==> src/rtl/rv_fetch_pkg.sv <==
// Shared constants and types for the RISC-V instruction-fetch stage.
// Holds the BHT counter encoding and the saturating-counter step.
package rv_fetch_pkg;

  localparam int          XLEN          = 64;
  localparam logic [31:0] NOP_INSTR     = 32'h0000_0013;
  localparam logic [6:0]  OPCODE_BRANCH = 7'b110_0011;

  typedef enum logic [1:0] {
    CTR_SNT = 2'b00,
    CTR_WNT = 2'b01,
    CTR_WT  = 2'b10,
    CTR_ST  = 2'b11
  } bht_ctr_e;

  localparam bht_ctr_e BHT_CTR_RESET = CTR_WNT;

  // Saturating 2-bit step toward the observed branch outcome
  function automatic bht_ctr_e bht_ctr_next(input bht_ctr_e cur, input logic taken);
    bht_ctr_e nxt;
    nxt = cur;
    case (cur)
      CTR_SNT: nxt = taken ? CTR_WNT : CTR_SNT;
      CTR_WNT: nxt = taken ? CTR_WT  : CTR_SNT;
      CTR_WT:  nxt = taken ? CTR_ST  : CTR_WNT;
      CTR_ST:  nxt = taken ? CTR_ST  : CTR_WT;
      default: nxt = BHT_CTR_RESET;
    endcase
    return nxt;
  endfunction

endpackage

==> src/rtl/branch_history_table.sv <==
// Table of 2-bit branch predictors: combinational read, synchronous update.
// A same-index read during an update returns the pre-update counter.
module branch_history_table
  import rv_fetch_pkg::*;
#(
  parameter  int BHT_ENTRIES = 16,
  localparam int IDX_W       = $clog2(BHT_ENTRIES)
) (
  input  logic             clk,
  input  logic             reset,
  input  logic [IDX_W-1:0] rd_idx,
  output bht_ctr_e         rd_ctr,
  input  logic             upd_en,
  input  logic [IDX_W-1:0] upd_idx,
  input  logic             upd_taken
);

  bht_ctr_e ctr_r [BHT_ENTRIES];

  assign rd_ctr = ctr_r[rd_idx];

  // Counter storage: all entries start weak-not-taken
  always_ff @(posedge clk or negedge reset) begin
    if (!reset) begin
      for (int i = 0; i < BHT_ENTRIES; i++) begin
        ctr_r[i] <= BHT_CTR_RESET;
      end
    end else if (upd_en) begin
      ctr_r[upd_idx] <= bht_ctr_next(ctr_r[upd_idx], upd_taken);
    end
  end

endmodule

==> src/rtl/fetch_stage.sv <==
// Instruction-fetch stage: PC register, next-PC selection with BHT-based
// branch prediction, and the IF/ID pipeline register.
module fetch_stage
  import rv_fetch_pkg::*;
#(
  parameter int              XLEN        = rv_fetch_pkg::XLEN,
  parameter logic [XLEN-1:0] RESET_PC    = {XLEN{1'b0}},
  parameter int              BHT_ENTRIES = 16
) (
  input  logic            clk,
  input  logic            reset,
  input  logic            pc_write,
  input  logic            if_id_write,
  input  logic            flush,
  input  logic [XLEN-1:0] redirect_pc,
  input  logic            bht_update,
  input  logic [XLEN-1:0] bht_update_pc,
  input  logic            bht_taken,
  output logic [XLEN-1:0] imem_addr,
  input  logic [31:0]     imem_rdata,
  output logic [XLEN-1:0] if_id_pc,
  output logic [31:0]     if_id_instr,
  output logic            if_id_valid,
  output logic            if_id_pred_taken
);

  localparam int IDX_W = $clog2(BHT_ENTRIES);

  logic [XLEN-1:0] pc_r;
  logic [XLEN-1:0] pc_next_s;
  logic [XLEN-1:0] imm_b_s;
  logic            is_branch_s;
  logic            pred_s;
  bht_ctr_e        rd_ctr_s;
  logic [XLEN-1:0] if_id_pc_r;
  logic [31:0]     if_id_instr_r;
  logic            if_id_valid_r;
  logic            if_id_pred_r;
  logic            unused_s;

  branch_history_table #(
    .BHT_ENTRIES(BHT_ENTRIES)
  ) u_bht (
    .clk       (clk),
    .reset     (reset),
    .rd_idx    (pc_r[IDX_W+1:2]),
    .rd_ctr    (rd_ctr_s),
    .upd_en    (bht_update),
    .upd_idx   (bht_update_pc[IDX_W+1:2]),
    .upd_taken (bht_taken)
  );

  assign is_branch_s = (imem_rdata[6:0] == OPCODE_BRANCH);
  assign imm_b_s     = {{(XLEN-13){imem_rdata[31]}}, imem_rdata[31], imem_rdata[7],
                        imem_rdata[30:25], imem_rdata[11:8], 1'b0};
  assign pred_s      = is_branch_s & rd_ctr_s[1];
  assign unused_s    = ^{imem_rdata[24:12], bht_update_pc[XLEN-1:IDX_W+2], bht_update_pc[1:0]};

  // Next-PC selection: redirect, then stall, then predicted target, then sequential
  always_comb begin
    pc_next_s = pc_r;
    if (flush) begin
      pc_next_s = redirect_pc;
    end else if (!pc_write) begin
      pc_next_s = pc_r;
    end else if (pred_s) begin
      pc_next_s = pc_r + imm_b_s;
    end else begin
      pc_next_s = pc_r + {{(XLEN-3){1'b0}}, 3'd4};
    end
  end

  // PC register
  always_ff @(posedge clk or negedge reset) begin
    if (!reset) begin
      pc_r <= RESET_PC;
    end else begin
      pc_r <= pc_next_s;
    end
  end

  // IF/ID register: flush inserts a NOP bubble and overrides a stall
  always_ff @(posedge clk or negedge reset) begin
    if (!reset) begin
      if_id_pc_r    <= {XLEN{1'b0}};
      if_id_instr_r <= NOP_INSTR;
      if_id_valid_r <= 1'b0;
      if_id_pred_r  <= 1'b0;
    end else if (flush) begin
      if_id_pc_r    <= {XLEN{1'b0}};
      if_id_instr_r <= NOP_INSTR;
      if_id_valid_r <= 1'b0;
      if_id_pred_r  <= 1'b0;
    end else if (if_id_write) begin
      if_id_pc_r    <= pc_r;
      if_id_instr_r <= imem_rdata;
      if_id_valid_r <= 1'b1;
      if_id_pred_r  <= pred_s;
    end
  end

  assign imem_addr        = pc_r;
  assign if_id_pc         = if_id_pc_r;
  assign if_id_instr      = if_id_instr_r;
  assign if_id_valid      = if_id_valid_r;
  assign if_id_pred_taken = if_id_pred_r;

endmodule

==> config.mk <==
export PLATFORM = sky130hd
export DESIGN_NAME = fetch_stage
export DESIGN_NICKNAME = d
export VERILOG_FILES = /design/src/rtl/rv_fetch_pkg.sv /design/src/rtl/branch_history_table.sv /design/src/rtl/fetch_stage.sv
export SDC_FILE = /design/constraint.sdc
export NUM_CORES = 1
export LEC_CHECK = 0
export ABC_AREA = 1
export CAP_MARGIN = 20
export CORE_MARGIN = 4
export CORE_UTILIZATION = 58
export DETAILED_ROUTE_END_ITERATION = 10
export PLACE_DENSITY = 0.95
export SLEW_MARGIN = 5
export SYNTH_ARGS = -nofsm -noshare
export SYNTH_HDL_FRONTEND = slang
export SYNTH_SLANG_ARGS = --single-unit
==> constraint.sdc <==
create_clock -name clk -period 3.7 [get_ports clk]
set_input_delay 0.74 -clock clk [delete_from_list [all_inputs] [get_ports clk]]
set_output_delay 0.74 -clock clk [all_outputs]
set_load 0.01 [all_outputs]
==> impl_metrics.json <==
{
  "intPower_mw": 4.50,
  "postCtsHoldBufs": 0,
  "grt_pass1_wl_um": 104000,
  "synth_seq_cells": 194,
  "start_util_pct": 59.0,
  "rows": 61,
  "post_cts_resized": 0,
  "period_minus_slack_ns": 3.09,
  "maxSlewViolCount": 0,
  "p_seq_share_pct": 35.3,
  "drt_iter0_markers": 3075,
  "wire_per_inst_um": 20.9,
  "fin_skew_ns": 0.0250,
  "syn_area_mm2": 0.0165,
  "avgSynthCellArea_um2": 6.24,
  "io_pins": 329,
  "path_max_fanout": 4,
  "hold_viol_final": 0,
  "worst_slack_ns": 0.608,
  "hold_class": "input port to asynchronous set/reset pin",
  "grt.total_usage_pct": 43.0,
  "via_per_inst": 5.96,
  "cts_sinks": 194,
  "ctsHtreeMaxLevel": 4,
  "fin_nets": 3138,
  "cap_viol_max_count": 0,
  "worst_pin_slew_ns": 0.922,
  "grt_overflow_total": 0,
  "ys_types": 56,
  "yosysSeqAreaShare_pct": 29.6,
  "via_count": 19600,
  "yosysTopAreaCell": "dfrtp_1",
  "yosys_warnings": 0,
  "power.density_mw_per_mm2": 388,
  "clockBufferDepth": 2,
  "routed_wirelength_um": 68900,
  "setup_viol": 0,
  "clk_pin_slew_ns": 0.10,
  "cts_buffers": 17,
  "fin_crit_sh_pct": 83.6,
  "drive_gt1_share_pct": 5.21,
  "io_buffers": 268,
  "netSwitchingFraction_pct": 43.0,
  "p_leak_nw": 10.4,
  "end_kind": "flip-flop",
  "areaGrowthSynthToFinish_pct": 23.4,
  "place_congestion": 1.09,
  "drc": 2,
  "synth-edff-count": 0,
  "dieWidth_um": 177,
  "synth.area.top_cells": "dfrtp_1 (27%), nand2_1 (21%), inv_1 (9.5%), nor2_1 (6.3%), nand3_1 (4.9%)",
  "rsz0062_at_grt": "false",
  "outcome": "finished with violations",
  "synth_most_common_cell": "nand2_1",
  "dieHeight_um": 177,
  "firstDrtPassIters": 11,
  "violations": "design-rule violations",
  "tns_ns": 0,
  "synth_top_area_share_pct": 26.6,
  "final_antenna_net_count": 0,
  "place_hpwl_um": 55400,
  "rr_worst_depth": 13,
  "ir_drop_mv": 0.335,
  "startpoint_type": "input port",
  "worstPathArrival_ns": 3.42,
  "timing.fmax_mhz": 323,
  "post-cts-setup-buffers": 0,
  "critPathKind": "input port to flip-flop",
  "antenna_found_initial": 2,
  "comb_power_share_pct": 38.8,
  "synthArstFlopShare_pct": 100,
  "synth_fp_nets": 2870,
  "pwr-share-clk_pct": 26.0,
  "synth_flop_cell": "dfrtp_1",
  "cp.required_ns": 4.03,
  "core_mm2": 0.0279,
  "yosys-top-cells-count": "nand2_1 (932), inv_1 (419), nor2_1 (276), dfrtp_1 (175), nand3_1 (161)",
  "grt_max_degree": 108,
  "dieArea_mm2": 0.0312,
  "netlist_instances": 2639,
  "root_buffer": "clkbuf_16",
  "p_sw_mw": 3.39,
  "relSlewSlack_pct": 38.6,
  "cts_tree": "done",
  "clk_latency_ns": 0.45,
  "totalPowerFinal_mw": 7.89,
  "fin_hold_ws_ns": 0.409,
  "place_ws_ns": 0.237,
  "grt_pass1_vias": 18700
}
==> worst max-delay path: stages <==
cell,delay [ns]
clkdlybuf4s50_1,0.49
ha_1,0.24
inv_1,0.08
fa_1,0.40
inv_1,0.15
nand3_1,0.09
nand2_1,0.10
nand2_1,0.05
nand2_1,0.14
nand2_1,0.07
nand2_1,0.09
nand2_1,0.05
nand2_1,0.21
nand2_1,0.11
nand3_1,0.08
nand3_1,0.16
nand3_1,0.13
nand2_1,0.05
==> cell usage in the layout (no fill, tap or decap), types with 11 or more instances in the layout <==
master           count
nand2_1            932
o211ai_1            13
a21oi_1             81
a22o_1              31
dfstp_2             19
ha_1                63
o21ai_0            116
o21bai_1            11
inv_1              419
dfrtp_1            175
xor2_1              46
clkbuf_16           17
nand3_1            161
o22ai_1             12
nor2_1             273
nand4_1             39
o21ai_1             21
a22oi_1             22
clkdlybuf4s50_1    265
buf_4               35
nor3_1              42
==> flip-flops by register name, indices dropped and copies added, names as in the netlist <==
name              count
u_bht.ctr_r          32
if_id_pred_taken      1
if_id_pc             64
if_id_instr          32
imem_addr            64
if_id_valid           1
==> cell families (layout without fill, tap and decap cells) <==
logic type	count (synthesis)	after routing	share of synthesized area, %
AND/OR/NAND/NOR	1498	1498	37.8
buffers and inverters	488	769	11.6
AO/OA/AOI/OAI	339	339	13.0
flip-flops	194	194	29.6
adder cells (fa/ha/maj)	64	64	4.91
XOR/XNOR	56	56	2.98
other	0	1	0
==> final timing paths <==
check                      slack, ns        endpoint      startpoint
max                             0.61   imem_addr[61]   imem_rdata[8]
min                             0.41     if_id_pc[5]           reset
max reg2reg                     0.80   imem_addr[62]    imem_addr[2]
min reg2reg                     0.49  u_bht.ctr_r[8]  u_bht.ctr_r[8]
max in group asynchronous       2.23    if_id_pc[24]           reset
min in group clk                0.49  u_bht.ctr_r[8]  u_bht.ctr_r[8]
==> area by class of cell <==
| cell class | instances | area (um2) |
|---|---|---|
| clock buffer | 17 | 425 |
| inverter | 430 | 1620 |
| clock inverter | 15 | 220 |
| tap | 378 | 473 |
| multi-input combinational | 1957 | 9700 |
| antenna | 1 | 2.50 |
| sequential | 194 | 4880 |
| fill | 2336 | 7600 |
| timing repair buffer | 307 | 3020 |
==> routing by layer <==
metal	vias to the layer above	GRT usage (%)	part of all wire (%)	wire length [um]
li1	8877	-	-	-
met2	1488	66.1	43	29600
met1	8977	57.4	37	25700
met3	301	11.5	15	10000
met5	-	0	0.020	14
met4	4	18.7	5.2	3620
==> stage by stage <==
step           area [um2]  utilization [%]  cells
2_1_floorplan       16500                -   2639
3_3_place_gp        19700             70.5   3266
3_5_place_dp        19700             70.5   3266
4_1_cts             20300             72.8   3298
5_1_grt             20300             72.8   3298
6_report            20300             72.8   3299
==> power by group through the flow <==
stage                     Combinational (mW)  Sequential, mW  Clock (mW)
after floorplan                         1.76            2.72           0
after global placement                  2.87            2.77           0
after detailed placement                2.95            2.79           0
after CTS                               2.97            2.75        2.03
after global routing                    3.33            2.79        2.12
final                                   3.06            2.78        2.05
Power figures use the tool's default switching activity.
